===== src/rtl/blake2_pkg.sv =====
// rtl/blake2_pkg.sv - shared constants and FSM encoding for the blake2 message packer
package blake2_pkg;

  localparam int BLOCK_BYTES = 64;
  localparam int IDX_W       = 7;
  localparam int LL_W        = 64;
  localparam int BB_B2B      = 128;
  localparam int BB_B2S      = 64;

  typedef enum logic [1:0] {
    S_IDLE = 2'd0,
    S_DATA = 2'd1,
    S_PAD  = 2'd2,
    S_BUSY = 2'd3
  } state_t;

endpackage


===== src/rtl/blake2_msg_packer.sv =====
// rtl/blake2_msg_packer.sv - slices a byte stream into zero-padded blocks for the blake2 core
module blake2_msg_packer
  import blake2_pkg::*;
#(
  parameter int BLOCK_BYTES = blake2_pkg::BLOCK_BYTES,
  parameter int IDX_W       = blake2_pkg::IDX_W,
  parameter int LL_W        = blake2_pkg::LL_W,
  parameter int BB          = BB_B2B
) (
  input  logic             clk,
  input  logic             nreset,
  input  logic             s_valid_i,
  input  logic [7:0]       s_data_i,
  input  logic             s_last_i,
  input  logic             s_empty_i,
  output logic             s_ready_o,
  input  logic             h_ready_i,
  output logic             data_v_o,
  output logic [IDX_W-1:0] data_idx_o,
  output logic [7:0]       data_o,
  output logic             block_first_o,
  output logic             block_last_o,
  output logic [BB-1:0]    ll_o
);

  localparam logic [IDX_W-1:0] LAST_IDX = IDX_W'(BLOCK_BYTES - 1);
  localparam logic [IDX_W-1:0] IDX_ONE  = IDX_W'(1);
  localparam logic [LL_W-1:0]  LL_ONE   = LL_W'(1);

  state_t           state;
  logic [IDX_W-1:0] nidx;
  logic [LL_W-1:0]  ll;
  logic             first_blk;
  logic             last_blk;
  logic             seen_low;
  logic             accept;

  assign s_ready_o = h_ready_i & ((state == S_IDLE) | (state == S_DATA));
  assign accept    = s_valid_i & s_ready_o;
  assign ll_o      = BB'(ll);

  // nidx is the index the next emitted byte will carry, not the last one sent
  always_ff @(posedge clk or negedge nreset) begin
    if (!nreset) begin
      state         <= S_IDLE;
      nidx          <= '0;
      ll            <= '0;
      first_blk     <= 1'b0;
      last_blk      <= 1'b0;
      seen_low      <= 1'b0;
      data_v_o      <= 1'b0;
      data_idx_o    <= '0;
      data_o        <= '0;
      block_first_o <= 1'b0;
      block_last_o  <= 1'b0;
    end else begin
      data_v_o <= 1'b0;
      case (state)
        S_IDLE: begin
          if (accept) begin
            first_blk     <= 1'b1;
            block_first_o <= 1'b1;
            if (s_empty_i) begin
              ll           <= '0;
              block_last_o <= 1'b1;
              last_blk     <= 1'b1;
              nidx         <= '0;
              state        <= S_PAD;
            end else begin
              data_v_o     <= 1'b1;
              data_idx_o   <= '0;
              data_o       <= s_data_i;
              block_last_o <= s_last_i;
              last_blk     <= s_last_i;
              ll           <= LL_ONE;
              nidx         <= IDX_ONE;
              if (BLOCK_BYTES == 1) begin
                state    <= S_BUSY;
                seen_low <= 1'b0;
              end else begin
                state <= s_last_i ? S_PAD : S_DATA;
              end
            end
          end
        end
        S_DATA: begin
          if (accept) begin
            data_v_o      <= 1'b1;
            data_idx_o    <= nidx;
            data_o        <= s_data_i;
            block_first_o <= first_blk;
            block_last_o  <= s_last_i;
            last_blk      <= s_last_i;
            ll            <= ll + LL_ONE;
            nidx          <= nidx + IDX_ONE;
            if (nidx == LAST_IDX) begin
              state    <= S_BUSY;
              seen_low <= 1'b0;
            end else if (s_last_i) begin
              state <= S_PAD;
            end
          end
        end
        S_PAD: begin
          if (h_ready_i) begin
            data_v_o      <= 1'b1;
            data_idx_o    <= nidx;
            data_o        <= '0;
            block_first_o <= first_blk;
            block_last_o  <= 1'b1;
            nidx          <= nidx + IDX_ONE;
            if (nidx == LAST_IDX) begin
              state    <= S_BUSY;
              seen_low <= 1'b0;
            end
          end
        end
        S_BUSY: begin
          // the core lowers ready one cycle after the last index, so wait for low then high
          if (!h_ready_i) begin
            seen_low <= 1'b1;
          end else if (seen_low) begin
            seen_low <= 1'b0;
            nidx     <= '0;
            if (last_blk) begin
              state <= S_IDLE;
            end else begin
              state     <= S_DATA;
              first_blk <= 1'b0;
            end
          end
        end
        default: state <= S_IDLE;
      endcase
    end
  end

endmodule


===== config.mk =====
export PLATFORM = sky130hd
export DESIGN_NAME = blake2_msg_packer
export DESIGN_NICKNAME = d
export VERILOG_FILES = /design/src/rtl/blake2_pkg.sv /design/src/rtl/blake2_msg_packer.sv
export SDC_FILE = /design/constraint.sdc
export NUM_CORES = 1
export LEC_CHECK = 0
export ABC_AREA = 1
export CAP_MARGIN = 0
export CORE_MARGIN = 3
export CORE_UTILIZATION = 54
export CTS_CLUSTER_DIAMETER = 40
export DETAILED_ROUTE_END_ITERATION = 6
export GPL_ROUTABILITY_DRIVEN = 0
export GPL_TIMING_DRIVEN = 0
export PLACE_DENSITY = 0.87
export SETUP_SLACK_MARGIN = 0.3
export SLEW_MARGIN = 20
export SYNTH_ARGS = -nofsm -noshare
export SYNTH_HDL_FRONTEND = slang
export SYNTH_SLANG_ARGS = --single-unit

===== constraint.sdc =====
create_clock -name clk -period 4.92 [get_ports clk]
set_input_delay 0.984 -clock clk [delete_from_list [all_inputs] [get_ports clk]]
set_output_delay 0.984 -clock clk [all_outputs]
set_load 0.01 [all_outputs]

# After elaboration in Yosys (flattened, before gate mapping)
# Index checks and enable logic that the tools add are counted.
[totals]
reg_bits = 94
out_inout_bits = 147
inputBits = 14
[classes]
reduce_logical = 12
eq_ne = 13
add_sub_neg = 2
bitwise_logic = 3
muxes = 57
[op_table]
columns = ["operator", "n"]
rows = [
  ["two-way mux 64 bit", 2],
  ["case mux 64 bit (2 select lines)", 1],
  ["adder 64 x 1 -> 64 bit, second input constant", 1],
  ["two-way mux 7 bit", 9],
  ["two-way mux 8 bit", 4],
  ["case mux 7 bit (4 select lines)", 1],
  ["case mux 8 bit (3 select lines)", 1],
  ["two-way mux 1 bit", 21],
  ["case mux 7 bit (3 select lines)", 1],
  ["two-way mux 2 bit", 10],
  ["!= test 2 bit, second input constant", 8],
  ["AND reduction 5 bit", 3],
  ["case mux 1 bit (3 select lines)", 4],
  ["case mux 2 bit (4 select lines)", 1],
  ["adder 7 x 1 -> 7 bit, second input constant", 1],
  ["equality test 7 x 6 -> 1 bit, second input constant", 1],
  ["AND reduction 7 bit", 1],
  ["AND reduction 3 bit", 2],
  ["nonzero test 3 bit", 2],
  ["equality test 2 bit, second input constant", 2],
  ["case mux 1 bit (2 select lines)", 2],
  ["AND reduction 4 bit", 1],
  ["nonzero test 2 bit", 2],
  ["!= test 3 x 2 -> 1 bit, second input constant", 1],
  ["4 further kinds", 5],
]

# Depth between registers and ports, before layout
[depth]
ltp_word = 6
mapped_depth = 12

# Least setup slack after synthesis
# Ideal clock, no wire load.
[synth_timing]
path_type = "input to output"
from = "input h_ready_i"
to = "output s_ready_o"
arrival_ps = 1361
slack_ps = 2575
n_path_buf = 1
stages = 3
cell_sequence = "buf_2 inv_1 nor2_1"
[synth_via]
elab_chain_cells = 1
[synth_rtl]
columns = ["item", "line_no", "rtl"]
rows = [
  ["start, declared", "blake2_msg_packer.sv:17", "input logic h_ready_i,"],
  ["bitwise AND 1 bit", "blake2_msg_packer.sv:38", "assign s_ready_o = h_ready_i & ((state == S_IDLE) | (state == S_DATA));"],
  ["end, declared", "blake2_msg_packer.sv:16", "output logic s_ready_o,"],
]
# No other way between the ends.

# Final worst setup path
[layout_timing]
from = "register state[1]"
to = "output s_ready_o"
[layout_via]
elab_chain_cells = 3
[layout_rtl]
columns = ["item", "line_no", "rtl"]
rows = [
  ["start, declared", "blake2_msg_packer.sv:30", "state_t state;"],
  ["start signal, assigned", "blake2_msg_packer.sv:81", "state <= s_last_i ? S_PAD : S_DATA;"],
  ["equality test 2 x 1 -> 1 bit or zero test 2 bit (tied branches)", "blake2_msg_packer.sv:38", ""],
  ["bitwise OR 1 bit (*)", "blake2_msg_packer.sv:38", ""],
  ["bitwise AND 1 bit (*)", "blake2_msg_packer.sv:38", ""],
]
# Mark *: on every way between the ends. The rest lies on a longest branch, timed or not.

==> impl_metrics.yaml <==
run_status:
  status: "finished clean"
drt:
  vias: 6392
  routed_wl_um: 17110
  vias_per_cell: 5.209
  ant_nets: 0
  post-route-drc-count: 0
  drtIter0Drc: 502
  first_pass_iters: 5
  wire_per_inst_um: 13.95
clock_network:
  cts.clk_slew.worst_paths_ns: 0.07
  cts_resized: 0
  cts_tree: "yes"
  clock_latency_ns: 0.35
  cts-hold-fix-buffers: 0
  clockRootBuffer: "clkbuf_16"
  cts_buffer_depth: 2
  numCtsBuffers: 9
  ctsHtreeMaxLevel: 3
  postCtsSetupBuffers: 0
  cts_sinks: 94
min_path:
  hold_path_class: "flip-flop to flip-flop"
place:
  dpl.cell_count: 1211
  pre_cts_slack_ns: 2.044
  post-dp-hpwl_um: 13380
  portBuffers: 95
synthesis:
  synth-seq-area-share_pct: 37.23
  ys_seq_elements: 94
  yosysTopAreaCell: "dfrtp_1"
  synth_top_cell_area_share_pct: 37.23
  synthesis.area_mm2: 0.006319
  avgSynthCellArea_um2: 6.928
  ys_types: 37
  synthCells: 912
  synth.area.top_cells: "dfrtp_1 37%, nand2_1 16%, nor2_1 9.6%"
  ys_warn_count: 0
cells_and_area:
  antenna_cells: 0
  layout-drive-gt1-share_pct: 12.24
  post-route-util_pct: 71.85
  finalNonFillerCells: 1227
  nets: 1104
  syn_to_final_growth_pct: 26.51
critical_path:
  max_stage_delay_ns: 0.56
  critical_path_arrival_ns: 2.01
  critPathRequiredTime_ns: 3.94
  cp_cell_sequence: "inv_1 -> ha_1 -> nor2_1 -> nor2_1 -> clkdlybuf4s50_1"
  critPathBufInv: 2
  crit_top_cell: "nor2_1"
  cpMaxStageDelayCell: "clkdlybuf4s50_1"
  worstSetupEndpointType: "output pin"
  cp-start-kind: "flip-flop"
  critical_path.top_delay_family: "buffers and inverters"
  crit_type: "flip-flop to output pin"
  path_max_fanout: 7
floorplanning:
  rows: 38
  io_pins: 161
  die_w_um: 114.2
  core_mm2: 0.01113
  die_h_um: 114.2
  start_util_pct: 56.79
  dieArea_mm2: 0.01303
global_routing:
  antenna_found_initial: 0
  grt.busiest_layer: "met2"
  use_met3_pct: 4.968
  use_met2_pct: 43.36
  grtUsageMet1_pct: 35.77
  grt_pass1_wl_um: 27990
  grt_start_max_net_pins: 50
  grt_overflow_total: 0
  groute.usage.overall_pct: 26.72
  first_global_vias: 5828
power_and_ir_drop:
  leakage_nw: 3.592
  ir_drop_mv: 0.2712
  p_total_mw: 2.685
  power.density_mw_per_mm2: 335.8
flow_run:
  cap_violations: 0
sta:
  layout_setup_ws_ns: 1.921
  setup_viol: 0
  worst_pin_slew_ns: 0.6021
  max_freq_ghz: 0.3335
  rsz0062_at_grt: "false"
  fin_crit_sh_pct: 60.95
  max-slew-margin-rel_pct: 59.86
  period_needed_ns: 2.999
  tns_ns: 0
  hold_violations: 0
  slew_violations: 0
  skew_ns: 0.009619
area by class of cell:
cell class | count | area (um2)
clock buffer | 10 | 239.0
buffer | 81 | 584.3
inverter | 82 | 307.8
sequential | 94 | 2352
timing repair buffer | 96 | 979.7
tap | 140 | 175.2
clock inverter | 6 | 45.04
fill | 931 | 3132
multi-input combinational | 718 | 3311
cells in the mapped netlist, drive strengths merged:
master and count:
a21oi 26, a22o 1, a22oi 2, a2bb2oi 1
a31oi 2, buf 75, clkbuf 6, clkinv 2
conb 1, dfrtp 94, ha 8, inv 80
nand2 270, nand3 69, nand3b 1, nand4 9
nor2 175, nor3 9, nor3b 1, o21a 1
o21ai 45, o21bai 4, o22a 1, o22ai 9
o31ai 2, o32ai 1, xor2 17
path summary, 6_finish.rpt:
kind	to	cells after the start	startpoint	slack, ns
worst min register to register	data_o[1]	2	data_o[1]	0.48
max in group asynchronous	ll[60]	2	nreset	3.79
worst min-delay path	data_o[1]	2	data_o[1]	0.48
min in group asynchronous	ll[44]	1	nreset	0.55
worst max-delay path	s_ready_o	5	state[1]	1.92
worst max register to register	ll[33]	11	state[1]	2.74
sequential cells by signal (all words and copies together), names as in the netlist, 2 cells and up:
signal,flops
nidx,7
data_idx_o,7
ll,64
data_o,8
state,2
cell families after synthesis:
| logic type | Yosys count | share of synthesized area (%) |
|---|---|---|
| AOI/OAI and AO/OA | 95 | 9.287 |
| DFF | 94 | 37.23 |
| other | 1 | 0.05935 |
| adders and majority gates | 8 | 1.584 |
| and+or+nand+nor | 534 | 35.37 |
| xor gates and xnor gates | 17 | 2.356 |
| buffers and inverters | 163 | 14.12 |
power breakdown:
| part | switching [mW] | leakage, nW | internal (mW) |
|---|---|---|---|
| registers | 0.0903 | 1.28 | 0.875 |
| logic | 0.632 | 2.18 | 0.420 |
| clock network | 0.309 | 0.131 | 0.358 |
| total | 1.03 | 3.59 | 1.65 |
through the flow:
stage,hold slack (ns),cell area [um2]
4_1_cts,0.4841,7994
5_1_grt,0.4940,7994
6_report,0.4793,7994
3_5_place_dp,0.4669,7710
3_3_place_gp,0.4632,7681
2_1_floorplan,0.4824,6555
layer usage:
layer,vias to the layer above,routed length [um],share of wire (%)
li1,3099,-,-
met4,0,488,2.9
met3,42,1540,9.0
met2,316,8151,48
met5,-,0,0
met1,2935,6932,41
placed cells by master, fill, tap and decap left out, types with 9 or more instances in the layout:
cell             synthesis  layout
o21ai_0                 25      25
xor2_1                  17      17
clkbuf_16                0       9
nor2_1                 161     161
a21oi_1                 26      26
nand3_1                 68      68
nand4_1                  9       9
clkdlybuf4s50_1          0      94
buf_4                   67      67
inv_1                   77      77
conb_1                   1      64
nor3_1                   9       9
o21ai_2                 16      16
o22ai_1                  9       9
dfrtp_1                 94      94
nand2_1                264     264
worst reg2reg max path, cell delays in order, from the launching register on:
cell and delay [ns]:
dfrtp_1 0.42, inv_1 0.13, ha_1 0.37, inv_2 0.11
nand2_2 0.09, nand3_4 0.14, inv_2 0.12, nand2_2 0.12
inv_2 0.20, buf_4 0.23, nand3_1 0.09, o21ai_0 0.09
Power figures use the tool's default switching activity.
